--- src/rtl/piso_serializer_if.sv ---
// Word handshake between a producing datapath and the serializer.
// A word moves on a rising edge where in_valid && in_ready are both high. The producer
// holds in_data and in_valid stable until that edge.
interface piso_serializer_if #(
    parameter int WIDTH = 8
);
    logic [WIDTH-1:0] in_data;
    logic             in_valid;
    logic             in_ready;

    modport master (
        output in_data,
        output in_valid,
        input  in_ready
    );

    modport slave (
        input  in_data,
        input  in_valid,
        output in_ready
    );
endinterface

--- src/rtl/piso_serializer.sv ---
// Parallel-in/serial-out serializer with a one-word holding buffer.
// Bits leave on ser_out one per shift_en strobe. Back-to-back words stream without a gap.
module piso_serializer #(
    parameter int WIDTH      = 8,
    parameter bit LSB_FIRST  = 1'b1,
    parameter bit IDLE_LEVEL = 1'b1
) (
    input  logic               clk,
    input  logic               reset,
    piso_serializer_if.slave   in_if,
    input  logic               shift_en,
    output logic               ser_out,
    output logic               busy,
    output logic               frame_done,
    output logic               state_dbg
);
    localparam int CNT_W = (WIDTH > 1) ? $clog2(WIDTH) : 1;
    localparam logic [CNT_W-1:0] LAST_CNT = CNT_W'(WIDTH - 1);

    typedef enum logic {
        IDLE  = 1'b0,
        SHIFT = 1'b1
    } state_t;

    state_t           state_q, state_d;
    logic [WIDTH-1:0] shreg_q, shreg_d;
    logic [WIDTH-1:0] hold_buf_q, hold_buf_d;
    logic             hold_full_q, hold_full_d;
    logic [CNT_W-1:0] bit_cnt_q, bit_cnt_d;
    logic             ser_q, ser_d;
    logic             out_bit;
    logic [WIDTH-1:0] shreg_shifted;
    logic             accept;

    // in_ready comes only from the registered flag, so a drain never accepts in the same cycle.
    assign in_if.in_ready = !hold_full_q && !reset;
    assign accept         = in_if.in_valid && in_if.in_ready;

    assign out_bit       = LSB_FIRST ? shreg_q[0] : shreg_q[WIDTH-1];
    assign shreg_shifted = LSB_FIRST ? {IDLE_LEVEL, shreg_q[WIDTH-1:1]}
                                     : {shreg_q[WIDTH-2:0], IDLE_LEVEL};

    always_comb begin
        state_d     = state_q;
        shreg_d     = shreg_q;
        hold_buf_d  = hold_buf_q;
        hold_full_d = hold_full_q;
        bit_cnt_d   = bit_cnt_q;
        ser_d       = ser_q;
        frame_done  = 1'b0;

        if (accept) begin
            hold_buf_d  = in_if.in_data;
            hold_full_d = 1'b1;
        end

        case (state_q)
            IDLE: begin
                if (shift_en) begin
                    ser_d = IDLE_LEVEL;
                end
                if (hold_full_q) begin
                    shreg_d     = hold_buf_q;
                    hold_full_d = 1'b0;
                    bit_cnt_d   = '0;
                    state_d     = SHIFT;
                end
            end
            SHIFT: begin
                if (shift_en) begin
                    ser_d     = out_bit;
                    shreg_d   = shreg_shifted;
                    bit_cnt_d = bit_cnt_q + 1'b1;
                    if (bit_cnt_q == LAST_CNT) begin
                        // An aborted word must not report completion.
                        frame_done = !reset;
                        bit_cnt_d  = '0;
                        if (hold_full_q) begin
                            shreg_d     = hold_buf_q;
                            hold_full_d = 1'b0;
                        end else begin
                            state_d = IDLE;
                        end
                    end
                end
            end
            default: state_d = IDLE;
        endcase
    end

    always_ff @(posedge clk) begin
        if (reset) begin
            state_q     <= IDLE;
            shreg_q     <= '0;
            hold_buf_q  <= '0;
            hold_full_q <= 1'b0;
            bit_cnt_q   <= '0;
            ser_q       <= IDLE_LEVEL;
        end else begin
            state_q     <= state_d;
            shreg_q     <= shreg_d;
            hold_buf_q  <= hold_buf_d;
            hold_full_q <= hold_full_d;
            bit_cnt_q   <= bit_cnt_d;
            ser_q       <= ser_d;
        end
    end

    assign ser_out   = ser_q;
    assign busy      = (state_q == SHIFT);
    assign state_dbg = state_q;
endmodule

--- src/flat_wrapper.sv ---
// flat-port wrapper written by rule: the top's interface ports become plain ports
module piso_serializer_flat 
#(
    parameter int WIDTH      = 8,
    parameter bit LSB_FIRST  = 1'b1,
    parameter bit IDLE_LEVEL = 1'b1
)
  (clk, reset, shift_en, ser_out, busy, frame_done, state_dbg, in_if_in_data, in_if_in_valid, in_if_in_ready);
  piso_serializer_if #(.WIDTH(WIDTH)) in_if_i ();
  input  logic clk;
  input  logic reset;
  input  logic shift_en;
  output logic ser_out;
  output logic busy;
  output logic frame_done;
  output logic state_dbg;
  input wire logic [$bits(in_if_i.in_data)-1:0] in_if_in_data;
  input wire logic [$bits(in_if_i.in_valid)-1:0] in_if_in_valid;
  output wire logic [$bits(in_if_i.in_ready)-1:0] in_if_in_ready;
  assign in_if_i.in_data = in_if_in_data;
  assign in_if_i.in_valid = in_if_in_valid;
  assign in_if_in_ready = in_if_i.in_ready;
  piso_serializer #(.WIDTH(WIDTH), .LSB_FIRST(LSB_FIRST), .IDLE_LEVEL(IDLE_LEVEL)) u_core (.clk(clk), .reset(reset), .in_if(in_if_i), .shift_en(shift_en), .ser_out(ser_out), .busy(busy), .frame_done(frame_done), .state_dbg(state_dbg));
endmodule
--- config.mk ---
export PLATFORM = sky130hd
export DESIGN_NAME = piso_serializer_flat
export DESIGN_NICKNAME = d
export VERILOG_FILES = /design/src/rtl/piso_serializer_if.sv /design/src/rtl/piso_serializer.sv /design/src/flat_wrapper.sv
export SDC_FILE = /design/constraint.sdc
export NUM_CORES = 1
export LEC_CHECK = 0
export BUFFER_PORTS_ARGS = -buffer_cell sky130_fd_sc_hd__buf_2
export CAP_MARGIN = 10
export CORE_MARGIN = 5
export CORE_UTILIZATION = 46
export CTS_BUF_LIST = sky130_fd_sc_hd__clkbuf_4
export CTS_CLUSTER_DIAMETER = 100
export DETAILED_ROUTE_END_ITERATION = 10
export MAX_ROUTING_LAYER = met4
export PLACE_DENSITY = 0.71
export SKIP_CTS_REPAIR_TIMING = 1
export SLEW_MARGIN = 20
export SYNTH_ARGS = -nofsm -noshare
export SYNTH_HDL_FRONTEND = slang
export SYNTH_SLANG_ARGS = --single-unit
--- constraint.sdc ---
create_clock -name clk -period 1.3 [get_ports clk]
set_input_delay 0.065 -clock clk [delete_from_list [all_inputs] [get_ports clk]]
set_output_delay 0.065 -clock clk [all_outputs]
set_load 0.1 [all_outputs]
==> impl_metrics.csv <==
group,metric,value,unit
run_status,status,"finished with violations",
run_status,violations,"hold timing, setup timing",
clocking,cts_tree,"built",
routing,route.detailed.drc,0,
sta,rsz0062_at_grt,"yes",
global_route,grt_pass1_wl,3.24,mm
synth,yosysTopAreaCellShare,46.7,%
floorplanning,ioPinCount,17,
worst_setup_path,path_class,"flip-flop to flip-flop",
synth,post-synth-top-area-cell,"dfxtp_1",
worst_setup_path,critPathTopFamily,"compound AO/OA/AOI/OAI gates",
worst_setup_path,crit_path_end_kind,"flip-flop",
synth,yosys_register_bits,22,
power_and_ir_drop,powerDensity,1250,nW/um2
worst_setup_path,max_stage_delay,0.36,ns
worst_hold_path,hold_path_class,"primary input to flip-flop",
power_and_ir_drop,p_leak,0.487,nW
clocking,cts.clk_slew.worst_paths,0.13,ns
worst_setup_path,worst_ep_required_time,1.50,ns
global_route,grt_max_degree,16,
sta,fin_crit,1.45,ns
routing,wl_per_cell,12.9,um
synth,yosysWarnings,0,
placement,postPlaceCellArea,1090,um2
worst_setup_path,crit_path_max_fanout,4,
synth,ys_seq_area_share,46.7,%
sta,hold_viol_final,1,
synth,synth_cell_types,22,
routing,via_per_inst,4.92,
finish,fin_util,63.5,%
finish,fillCellCount,178,
clocking,htree_levels,1,
placement,place_inst,144,
synth,synth_nets,118,
routing,drt_iter0_markers,7,
floorplanning,die_width,55.3,um
worst_setup_path,arrival,1.65,ns
placement,dp_hpwl,1.39,mm
global_route,globalRouteMet2Util,22.3,%
power_and_ir_drop,ir_drop,0.932,mV
clocking,insertion_delay,0.30,ns
finish,nets,142,
floorplanning,rows,16,
worst_setup_path,crit_slowest_cell,"dfxtp_2",
synth,synth_cells,104,
global_route,grt.busiest_layer,"met2",
global_route,antenna_found_initial,0,
finish,antennaDiodeCount,0,
clocking,numCtsBuffers,3,
synth,yosys-top-cells-area,"dfxtp_1, mux2i_1, nand2_1, nor2_1, a211oi_1",
finish,final_area,1240,um2
worst_setup_path,crit_path_frequent_cell,"ha_4",
floorplanning,floorplan.initialDensity,48.1,%
sta,slew_headroom,67.8,%
clocking,clkSinkCount,22,
sta,skew,0.0140,ns
routing,firstDrtPassIters,4,
finish,area_growth,32.0,%
clocking,cts-root-buf,"clkbuf_4",
finish,drive_gt1_share,30.7,%
finish,final_cells,154,
synth,syn-cell-area,943,um2
global_route,grt_overflow,0,
routing,vias,757,
sta,fmaxAchievable,689,MHz
floorplanning,core_area,1960,um2
global_route,grt_use_met1,15.5,%
placement,port-buffer-count,16,
sta,setup_viol,11,
floorplanning,dieArea,3060,um2
worst_setup_path,crit_chain,"ha_4 -> ha_4 -> a21boi_2 -> buf_6 -> mux2i_2 -> a211oi_1",
floorplanning,die_h,55.3,um
global_route,grt_usage,13.3,%
clocking,clk_path_buf_depth,2,
sta,hold-worst-slack,-0.00354,ns
sta,fin_tns_setup,-0.569,ns
synth,syn_avg_cell_area,9.07,um2
sta,finalCritPeriodShare,112,%
global_route,met3_usage,2.80,%
finish,layout_common_cells,"dfxtp_1, nand2_1, nor2_1",
finish,final_common_cell,"dfxtp_1",
sta,max_slew.worst_pin.slew,0.486,ns
sta,finalMaxSlewViolations,0,
sta,final.setup.worst_slack,-0.151,ns
routing,ant_nets,0,
routing,wl,1.98,mm
worst_setup_path,worstSetupStartpointType,"flip-flop",
placement,globalplace.congestion,0.764,
job,cap_violations,0,
worst_setup_path,cp.buffers_inverters,1,
global_route,grt_pass1_vias,736,
==> cell usage after synthesis <==
master,count
nor2b_1,1
inv_1,1
a21boi_2,1
and4b_1,1
dfxtp_1,22
a21oi_1,9
a211oi_1,7
nand2b_1,2
buf_6,3
ha_1,2
nand2_1,16
o32ai_1,1
a21boi_0,1
nor2_1,16
buf_2,2
mux2i_1,8
nand3b_1,1
buf_4,1
a32oi_1,3
mux2_4,1
clkbuf_1,4
o21ai_0,1
==> worst register-to-register path, cell delays in order (launching register included) <==
cell and delay [ns]:
dfxtp_2 0.36, ha_4 0.16, ha_4 0.16, a21boi_2 0.15, buf_6 0.14, mux2i_2 0.07, a211oi_1 0.32
==> stage by stage <==
step	power [W]	worst slack [ns]
6_report	0.00155	-0.151
5_1_grt	0.00161	-0.198
4_1_cts	0.00153	-0.267
3_5_place_dp	0.00103	-0.155
3_3_place_gp	0.00102	-0.0952
2_1_floorplan	0.000967	-0.118
==> registers in the layout, indices dropped and copies added (netlist names) <==
register,cells
u_core.bit_cnt_q,3
u_core.hold_full_q,1
u_core.shreg_q,8
u_core.ser_out,1
u_core.hold_buf_q,8
u_core.busy,1
==> final timing paths <==
kind / startpoint / endpoint / cells past startpoint / slack (ns)
hold / removal: in_if_in_data[0] / u_core.hold_buf_q[0] / 3 / -0.004
setup reg to reg: u_core.bit_cnt_q[0] / u_core.shreg_q[3] / 6 / -0.15
hold reg to reg: u_core.hold_buf_q[1] / u_core.hold_buf_q[1] / 2 / 0.46
setup / recovery: u_core.bit_cnt_q[0] / u_core.shreg_q[3] / 6 / -0.15
==> per-layer routing <==
layer	wire length, um	vias up
met5	0	-
met4	60	0
met3	86	6
met2	929	15
met1	904	335
li1	-	401
==> area by class of cell <==
| class | count | area [um2] | area share (%) |
|---|---|---|---|
| multi-input combinational | 71 | 484 | 38.9 |
| sequential | 22 | 447 | 35.9 |
| timing repair buffer | 29 | 224 | 18.0 |
| tap | 27 | 33.8 | 2.71 |
| clock inverter | 1 | 30.0 | 2.41 |
| clock buffer | 3 | 22.5 | 1.81 |
| inverter | 1 | 3.75 | 0.302 |
==> logic make-up (layout without fill, tap and decap cells) <==
logic type | after synthesis | in the layout | synth area share (%)
mux | 9 | 9 | 10.1
fa+ha+maj | 2 | 2 | 2.65
flops | 22 | 22 | 46.7
buf+inv | 11 | 34 | 7.43
compound gates | 23 | 23 | 16.6
simple gates | 37 | 37 | 16.6
==> power breakdown <==
part / leakage (nW) / switching (W) / internal [W]
clock network: 0.0279 / 0.000199 / 0.000311
registers: 0.182 / 0.0000393 / 0.000720
logic: 0.276 / 0.000163 / 0.000119
total: 0.487 / 0.000402 / 0.00115
Note: power is estimated with default switching activity, not from simulation.
